`config.mk`:
```
export PLATFORM = sky130hd
export DESIGN_NAME = shake_pad_unit
export DESIGN_NICKNAME = d
export VERILOG_FILES = /design/src/rtl/shake_pad_unit_pkg.sv /design/src/rtl/shake_pad_byte_mask.sv /design/src/rtl/shake_pad_unit.sv
export SDC_FILE = /design/constraint.sdc
export NUM_CORES = 1
export LEC_CHECK = 0
export BUFFER_PORTS_ARGS = -buffer_cell sky130_fd_sc_hd__buf_4
export CORE_AREA = 2 2 88 90
export DETAILED_ROUTE_END_ITERATION = 16
export DIE_AREA = 0 0 90 92
export PLACE_DENSITY = 0.78
export SLEW_MARGIN = 20
export SYNTH_ARGS = -nofsm -noshare
export SYNTH_HDL_FRONTEND = slang
export SYNTH_SLANG_ARGS = --single-unit
```
`constraint.sdc`:
```
create_clock -name clk -period 2.6 [get_ports clk]
set_input_delay 0.26 -clock clk [delete_from_list [all_inputs] [get_ports clk]]
set_output_delay 0.26 -clock clk [all_outputs]
set_load 0.03 [all_outputs]
```
`src/rtl/shake_pad_unit_pkg.sv`:
```
// Shared constants, state encoding and helpers for the SHAKE pad and absorb stages.
package shake_pad_unit_pkg;

  localparam int unsigned RATE_BITS_SHAKE128 = 1344;
  localparam int unsigned RATE_BITS_SHAKE256 = 1088;
  localparam int unsigned WORD_W             = 64;
  localparam int unsigned BYTE_W             = 8;
  localparam int unsigned NBYTES             = WORD_W / BYTE_W;

  localparam logic [7:0] DS_SHAKE      = 8'h1F;
  localparam logic [7:0] DS_SHA3       = 8'h06;
  localparam logic [7:0] PAD_LAST_BYTE = 8'h80;

  typedef enum logic [1:0] {
    ST_PASS = 2'd0,
    ST_PAD0 = 2'd1,
    ST_FILL = 2'd2
  } pad_state_e;

  // Byte counts above a full word are treated as a full word.
  function automatic logic [3:0] clamp_bytes(input logic [3:0] n);
    return (n > 4'd8) ? 4'd8 : n;
  endfunction

endpackage

```
`src/rtl/shake_pad_byte_mask.sv`:
```
// Keeps the first n bytes, inserts the domain byte at n, zeroes the rest,
// and ORs 0x80 into byte 7 when the word closes a rate block.
module shake_pad_byte_mask
  import shake_pad_unit_pkg::*;
#(
  parameter logic [7:0] DS_BYTE = DS_SHAKE
) (
  input  logic [63:0] data_i,
  input  logic [2:0]  nbytes_i,
  input  logic        block_end_i,
  output logic [63:0] data_o
);

  always_comb begin
    data_o = '0;
    for (int i = 0; i < 8; i++) begin
      if (3'(i) < nbytes_i) begin
        data_o[i*8 +: 8] = data_i[i*8 +: 8];
      end else if (3'(i) == nbytes_i) begin
        data_o[i*8 +: 8] = DS_BYTE;
      end
    end
    if (block_end_i) begin
      data_o[63:56] = data_o[63:56] | PAD_LAST_BYTE;
    end
  end

endmodule

```
`src/rtl/shake_pad_unit.sv`:
```
// SHAKE/SHA3 multi-rate padder feeding the absorb stage one 64-bit rate word per handshake.
// Optional SHAKE_PAD_BLOCK_COUNT_EN adds a free-running blk_count of emitted rate blocks.
module shake_pad_unit
  import shake_pad_unit_pkg::*;
#(
  parameter int unsigned RATE_BITS = 1088,
  parameter logic [7:0]  DS_BYTE   = DS_SHAKE
) (
  input  logic        clk,
  input  logic        reset,
  input  logic        msg_valid,
  input  logic [63:0] msg_data,
  input  logic        msg_last,
  input  logic [3:0]  msg_bytes,
  output logic        msg_ready,
  output logic        out_valid,
  output logic [63:0] out_data,
  input  logic        out_ready,
  output logic        msg_done
`ifdef SHAKE_PAD_BLOCK_COUNT_EN
  ,
  output logic [31:0] blk_count
`endif
);

  localparam int unsigned WORDS = RATE_BITS / 64;
  localparam int unsigned CNT_W = (WORDS > 1) ? $clog2(WORDS) : 1;

  pad_state_e       state_q, state_d;
  logic [CNT_W-1:0] wcnt_q, wcnt_d;
  logic             out_valid_q, out_valid_d;
  logic [63:0]      out_data_q, out_data_d;
  logic             fin_q, fin_d;
  logic             bend_q, bend_d;

  logic        load;
  logic        accept;
  logic        block_end;
  logic [3:0]  nb;
  logic [63:0] mask_in;
  logic [2:0]  mask_n;
  logic [63:0] mask_data;

  assign block_end = (wcnt_q == CNT_W'(WORDS - 1));
  assign load      = !out_valid_q || out_ready;
  assign msg_ready = (state_q == ST_PASS) && load;
  assign accept    = msg_valid && msg_ready;
  assign nb        = clamp_bytes(msg_bytes);

  // PAD0 reuses the mask with an empty payload so byte 0 becomes the domain byte.
  assign mask_in = (state_q == ST_PAD0) ? 64'h0 : msg_data;
  assign mask_n  = (state_q == ST_PAD0) ? 3'd0 : nb[2:0];

  shake_pad_byte_mask #(
    .DS_BYTE (DS_BYTE)
  ) u_mask (
    .data_i      (mask_in),
    .nbytes_i    (mask_n),
    .block_end_i (block_end),
    .data_o      (mask_data)
  );

  always_comb begin
    state_d     = state_q;
    wcnt_d      = wcnt_q;
    out_valid_d = out_valid_q;
    out_data_d  = out_data_q;
    fin_d       = fin_q;
    bend_d      = bend_q;
    if (load) begin
      out_valid_d = 1'b0;
      fin_d       = 1'b0;
      bend_d      = 1'b0;
      unique case (state_q)
        ST_PASS: begin
          if (accept) begin
            out_valid_d = 1'b1;
            bend_d      = block_end;
            out_data_d  = msg_data;
            if (msg_last) begin
              if (nb == 4'd8) begin
                state_d = ST_PAD0;
              end else begin
                out_data_d = mask_data;
                if (block_end) fin_d = 1'b1;
                else           state_d = ST_FILL;
              end
            end
          end
        end
        ST_PAD0: begin
          out_valid_d = 1'b1;
          bend_d      = block_end;
          out_data_d  = mask_data;
          if (block_end) begin
            fin_d   = 1'b1;
            state_d = ST_PASS;
          end else begin
            state_d = ST_FILL;
          end
        end
        ST_FILL: begin
          out_valid_d = 1'b1;
          bend_d      = block_end;
          out_data_d  = block_end ? {PAD_LAST_BYTE, 56'h0} : 64'h0;
          if (block_end) begin
            fin_d   = 1'b1;
            state_d = ST_PASS;
          end
        end
        default: state_d = ST_PASS;
      endcase
      // Wrapping at the block end also returns the count to 0 on completion.
      if (out_valid_d) begin
        wcnt_d = block_end ? '0 : wcnt_q + CNT_W'(1);
      end
    end
  end

  always_ff @(posedge clk or posedge reset) begin
    if (reset) begin
      state_q     <= ST_PASS;
      wcnt_q      <= '0;
      out_valid_q <= 1'b0;
      out_data_q  <= '0;
      fin_q       <= 1'b0;
      bend_q      <= 1'b0;
    end else begin
      state_q     <= state_d;
      wcnt_q      <= wcnt_d;
      out_valid_q <= out_valid_d;
      out_data_q  <= out_data_d;
      fin_q       <= fin_d;
      bend_q      <= bend_d;
    end
  end

  assign out_valid = out_valid_q;
  assign out_data  = out_data_q;
  assign msg_done  = out_valid_q && out_ready && fin_q;

`ifdef SHAKE_PAD_BLOCK_COUNT_EN
  logic [31:0] blk_cnt_q, blk_cnt_d;

  assign blk_cnt_d = (out_valid_q && out_ready && bend_q) ? blk_cnt_q + 32'd1 : blk_cnt_q;

  always_ff @(posedge clk or posedge reset) begin
    if (reset) blk_cnt_q <= '0;
    else       blk_cnt_q <= blk_cnt_d;
  end

  assign blk_count = blk_cnt_q;
`endif

endmodule

```
==> metrics.yaml, run 1 <==
r2r-start: "state_q[0]"
antenna_cells: 0
ctsResizeCount: 0
ant_nets: 0
hpwl_um: 6840
status: "finished, final reports clean"
whs_endpoint: "out_data[5]"
worst-slew-pin-transition_ns: 0.814
slew_headroom_pct: 45.6
clk_pin_slew_ns: 0.08
synthArstFlopShare_pct: 100
routedWlPerCell_um: 14.8
fp.dieH_um: 92
holdWs_ns: 0.134
dp_worst_setup_slack_ns: 0.338
drive_gt1_share_pct: 34.3
ctsHtreeMaxLevel: 3
grt_use_total_pct: 22.0
antenna_found_initial: 0
r2r_cells: 7
nNetsFinal: 582
synthesis.area_um2: 3420
viasPerCell: 5.17
cts_buffers: 9
endpoint_kind: "flop"
syn_avg_cell_area_um2: 9.43
cts_tree: "done"
final_common_cell: "buf_4"
core_um2: 7450
first_iter_violations: 143
drc: 0
dieArea_um2: 8280
ys_ff_latch: 73
firstDrtPassIters: 4
fin_tns_setup_ns: 0
synth_edf_count: 0
grt_pass1_vias: 3081
leakage_nw: 2.37
start_kind: "flop"
r2r-end: "out_data[31]"
finalWorstSetupSlack_ns: 0.337
clock_latency_ns: 0.34
worstPathRequired_ns: 2.88
slew_viol_final: 0
mostFrequentLayoutCells: "147 x buf_4, 80 x nand2_1, 73 x dfrtp_1"
max_cap_violations: 0
cp.arrival_ns: 2.54
critPathMaxFanout: 51
synth_ff_type: "dfrtp_1"
power_density_nw_per_um2: 1310
rsz0062_at_grt: "false"
clk_path_buf_depth: 2
fillers: 652
yosysUniqueCellTypes: 46
min_period_ns: 2.26
fin_worst_skew_ns: 0.00875
hold_violations: 0
die_w_um: 90
finalPower_w: 0.00623
syn_to_final_growth_pct: 38.7
worstHoldPathCells: 3
cts-root-buf: "clkbuf_8"
ys_warn_count: 0
period_share_pct: 87.0
fmax_ghz: 0.442
cts_hold_buf: 1
multiInputGateArea_um2: 1450
fp-row-count: 32
seq_area_um2: 1830
crit_type: "flop to flop"
peakVddDrop_mv: 0.732
routabilityCongestion: 0.837
synthCells: 363
portBuffers: 139
hp-class: "primary input to flop"
wl_um: 9030
reg2reg_slack_ns: 0.34
grt_max_degree: 52
start_util_pct: 46.0
boundaryPins: 140
overflow: 0
synth_nets: 442
setup-violations-final: 0
cts_setup_buffers: 0
via_count: 3149
clock_sinks: 73
min-delay-start: "msg_data[5]"
synth-seq-area-share_pct: 53.4
grt_pass1_wl_um: 14600
## area by class of cell
| type | instances | share of cell area [%] |
|---|---|---|
| inverters | 9 | 0.712 |
| multi-input cells | 262 | 30.5 |
| clock inverters | 4 | 1.13 |
| clock buffers | 11 | 2.98 |
| well taps | 102 | 2.69 |
| repair buffers | 148 | 23.5 |
| flip-flops and latches | 73 | 38.5 |
## report_power, final
group          internal [W]  total [W]  switching [W]
clock network      0.000466   0.000875       0.000409
logic               0.00124    0.00344        0.00219
registers           0.00162    0.00192       0.000300
total               0.00333    0.00623        0.00290
## routing by layer
metal  wire length, um  up-vias  global-route usage [%]
met3               619        8                    5.83
met4                90        0                    6.41
met2              4430       95                    36.8
li1                  -     1534                       -
met5                 0        -                       0
met1              3900     1512                    28.2
## cells by family (layout without fill, tap and decap cells)
group                    Yosys count  after routing  synth area share (%)
buffers and inverters             28            172                  4.50
AO/OA/AOI/OAI                    121            121                  19.9
XOR/XNOR                           1              1                 0.256
flip-flops                        73             73                  53.4
AND/OR/NAND/NOR                  132            132                  19.2
multiplexers                       2              2                 0.622
adder cells (fa/ha/maj)            6              6                  2.19
## sequential cells by signal, summed over array words and instances (netlist names)
name,count
out_valid,1
fin_q,1
wcnt_q,5
out_data,64
state_q,2
## cell usage after synthesis, types with 2 or more instances
| library cell | number | area share (%) |
|---|---|---|
| o21ai_0 | 49 | 7.2 |
| ha_1 | 6 | 2.2 |
| and2_1 | 4 | 0.73 |
| clkbuf_2 | 2 | 0.29 |
| and3_1 | 3 | 0.55 |
| o21ai_1 | 2 | 0.29 |
| or3_1 | 3 | 0.55 |
| buf_2 | 10 | 1.5 |
| nand2_1 | 80 | 8.8 |
| nand3_1 | 7 | 1.0 |
| nor4b_2 | 2 | 0.88 |
| a22o_1 | 10 | 2.6 |
| buf_6 | 4 | 1.3 |
| nor4_1 | 3 | 0.55 |
| nor2b_1 | 2 | 0.37 |
| nor2_1 | 13 | 1.4 |
| dfrtp_1 | 73 | 53 |
| clkbuf_1 | 2 | 0.22 |
| inv_1 | 9 | 0.99 |
| nor3_4 | 3 | 1.4 |
| nand2b_1 | 3 | 0.55 |
| a21oi_1 | 49 | 7.2 |
## stage by stage
stage / instances / utilization [%] / cell area [um^2]
after floorplan: 363 / - / 3420
after global placement: 593 / 61.0 / 4540
after detailed placement: 593 / 61.0 / 4540
after CTS: 609 / 63.7 / 4750
after global routing: 609 / 63.7 / 4750
final: 609 / 63.7 / 4750
## how the worst max path moves through the flow
| stage | from | slack, ns | end | cells past startpoint |
|---|---|---|---|---|
| after global routing | state_q[0] | 0.20 | out_data[31] | 7 |
| after floorplan | reset | 0.49 | fin_q | 1 |
| after global placement | state_q[0] | 0.46 | out_data[29] | 7 |
| final | state_q[0] | 0.34 | out_data[31] | 7 |
| after detailed placement | state_q[0] | 0.34 | out_data[31] | 7 |
| after CTS | state_q[0] | 0.33 | out_data[31] | 7 |
## critical path, cell delays in order, from the launching register on
cell and delay [ns]:
dfrtp_1 0.40, inv_1 0.09, ha_1 0.28, and2b_1 0.24, or3_2 0.46, buf_4 0.32, nor3_4 0.25, a22o_1 0.16
(Power assumes the default switching activity.)
==> run 2: changes to the inputs <==
--- a/config.mk
+++ b/config.mk
@@ -9,7 +9,7 @@
 export CORE_AREA = 2 2 88 90
 export DETAILED_ROUTE_END_ITERATION = 16
 export DIE_AREA = 0 0 90 92
-export PLACE_DENSITY = 0.78
+export PLACE_DENSITY = 0.79
 export SLEW_MARGIN = 20
 export SYNTH_ARGS = -nofsm -noshare
 export SYNTH_HDL_FRONTEND = slang
==> run 2 against run 1 <==
Compared with the run above:
- fmax fell by 1.5%
- first-iteration DRC count rose by 52%
- largest power group unchanged
- design area rose by 0.13%
- non-clock buffer count did not move
- clock power fell by 4.6%
- critical path type unchanged
- via count fell by 0.64%
- critical endpoint is now out_data[19]
- largest cell class unchanged
- total power fell by 0.42%
==> metrics.yaml, run 2 (synthesized netlist as in run 1, its figures left out) <==
fin_tns_setup_ns: 0
cp.depth: 7
clockPowerShare_pct: 13.5
r2r-start: "state_q[0]"
fmax_ghz: 0.435
r2r-end: "out_data[19]"
ctsHtreeMaxLevel: 3
cts-root-buf: "clkbuf_8"
fin_worst_skew_ns: 0.00945
grt_pass1_vias: 3105
syn_to_final_growth_pct: 38.9
routedWlPerCell_um: 15.0
period_share_pct: 88.4
setup-violations-final: 0
dp_worst_setup_slack_ns: 0.313
reg2reg_slack_ns: 0.30
power.net_switching_w: 0.00291
worstPathRequired_ns: 2.83
worstPathCellList: "inv_1 > ha_1 > and2b_1 > or3_2 > buf_4 > nor2_4 > a21oi_1"
worst-slew-pin-transition_ns: 0.823
wl_um: 9140
clk_path_buf_depth: 2
final_common_cell: "buf_4"
ctsResizeCount: 0
critPathMaxFanout: 18
cpLargestDelayFamily: "simple AND/OR/NAND/NOR gates"
fp-row-count: 32
fp.dieH_um: 92
cts_hold_buf: 0
crit_start: "state_q[0]"
start_kind: "flop"
clock_sinks: 73
nNetsFinal: 582
rsz0062_at_grt: "false"
first_iter_violations: 217
leakage_nw: 2.38
drive_gt1_share_pct: 34.8
power_density_nw_per_um2: 1310
hold_violations: 0
cts_setup_buffers: 0
max_stage_delay_ns: 0.63
hp-class: "primary input to asynchronous set/reset pin"
clk_pin_slew_ns: 0.08
ant_nets: 0
cp.arrival_ns: 2.53
die_w_um: 90
via_count: 3129
p_int_w: 0.00330
core_um2: 7450
swShare_pct: 46.9
endpoint_kind: "flop"
portBuffers: 139
boundaryPins: 140
overflow: 0
crit_type: "flop to flop"
peakVddDrop_mv: 0.746
drc: 0
power_frac_seq_pct: 31.1
antenna_cells: 0
max_cap_violations: 0
p_comb_share_pct: 55.4
status: "finished, final reports clean"
min_period_ns: 2.30
routabilityCongestion: 0.818
mostFrequentLayoutCells: "147 x buf_4, 80 x nand2_1, 73 x dfrtp_1"
start_util_pct: 46.0
largest_register_ffs: 64
finalWorstSetupSlack_ns: 0.303
dieArea_um2: 8280
endpoint: "out_data[19]"
viasPerCell: 5.13
grt_use_total_pct: 22.3
r2r_cells: 7
path_buf_inv: 2
clock_latency_ns: 0.35
slew_viol_final: 0
critPathSlowestCell: "or3_2"
slew_headroom_pct: 45.0
hpwl_um: 6990
cts_buffers: 9
firstDrtPassIters: 4
cts_tree: "done"
grt_pass1_wl_um: 14700
antenna_found_initial: 0
grt_max_degree: 38
## run 2: area by class of cell
type,instances,area (um^2)
multi-input combinational,262,1450
tap,102,128
fill,631,2700
inverter,9,33.8
timing repair buffer,148,1120
clock buffer,12,165
sequential,73,1830
clock inverter,4,26.3
## run 2: per-stage QoR
step                instances  utilization [%]  cell area [um^2]  hold WS [ns]  total power [W]
CTS                       610             63.8              4750        0.0772          0.00624
detailed placement        594             61.2              4560         0.451          0.00540
global placement          594             61.2              4560         0.452          0.00530
floorplan                 363                -              3420         0.388          0.00424
global route              610             63.8              4750         0.112          0.00661
finish                    610             63.8              4750        0.0506          0.00621
## run 2: how the worst min path moves through the flow
stage                 start           end  slack [ns]  cells past startpoint
3_3_place_gp          reset  out_data[54]        0.45                      2
5_1_grt        msg_data[21]  out_data[21]        0.11                      2
6_report              reset  out_data[54]        0.05                      2
4_1_cts               reset  out_data[54]        0.08                      2
3_5_place_dp          reset  out_data[54]        0.45                      2
2_1_floorplan   msg_data[5]   out_data[5]        0.39                      2
## run 2: per-layer routing
metal  global-route usage (%)  up-vias  share of wire [%]
met3                     5.67       12                6.2
met2                     37.8       93                 51
met1                     27.6     1484                 42
met5                        0        -                  0
li1                         -     1540                  -
met4                     8.72        0                1.3
## run 2: power by group through the flow
stage | sequential (W) | clock (W) | combinational (W)
floorplan | 0.00269 | 0 | 0.00155
finish | 0.00193 | 0.000835 | 0.00344
CTS | 0.00193 | 0.000851 | 0.00346
detailed placement | 0.00195 | 0 | 0.00346
global route | 0.00199 | 0.000886 | 0.00374
global placement | 0.00193 | 0 | 0.00336
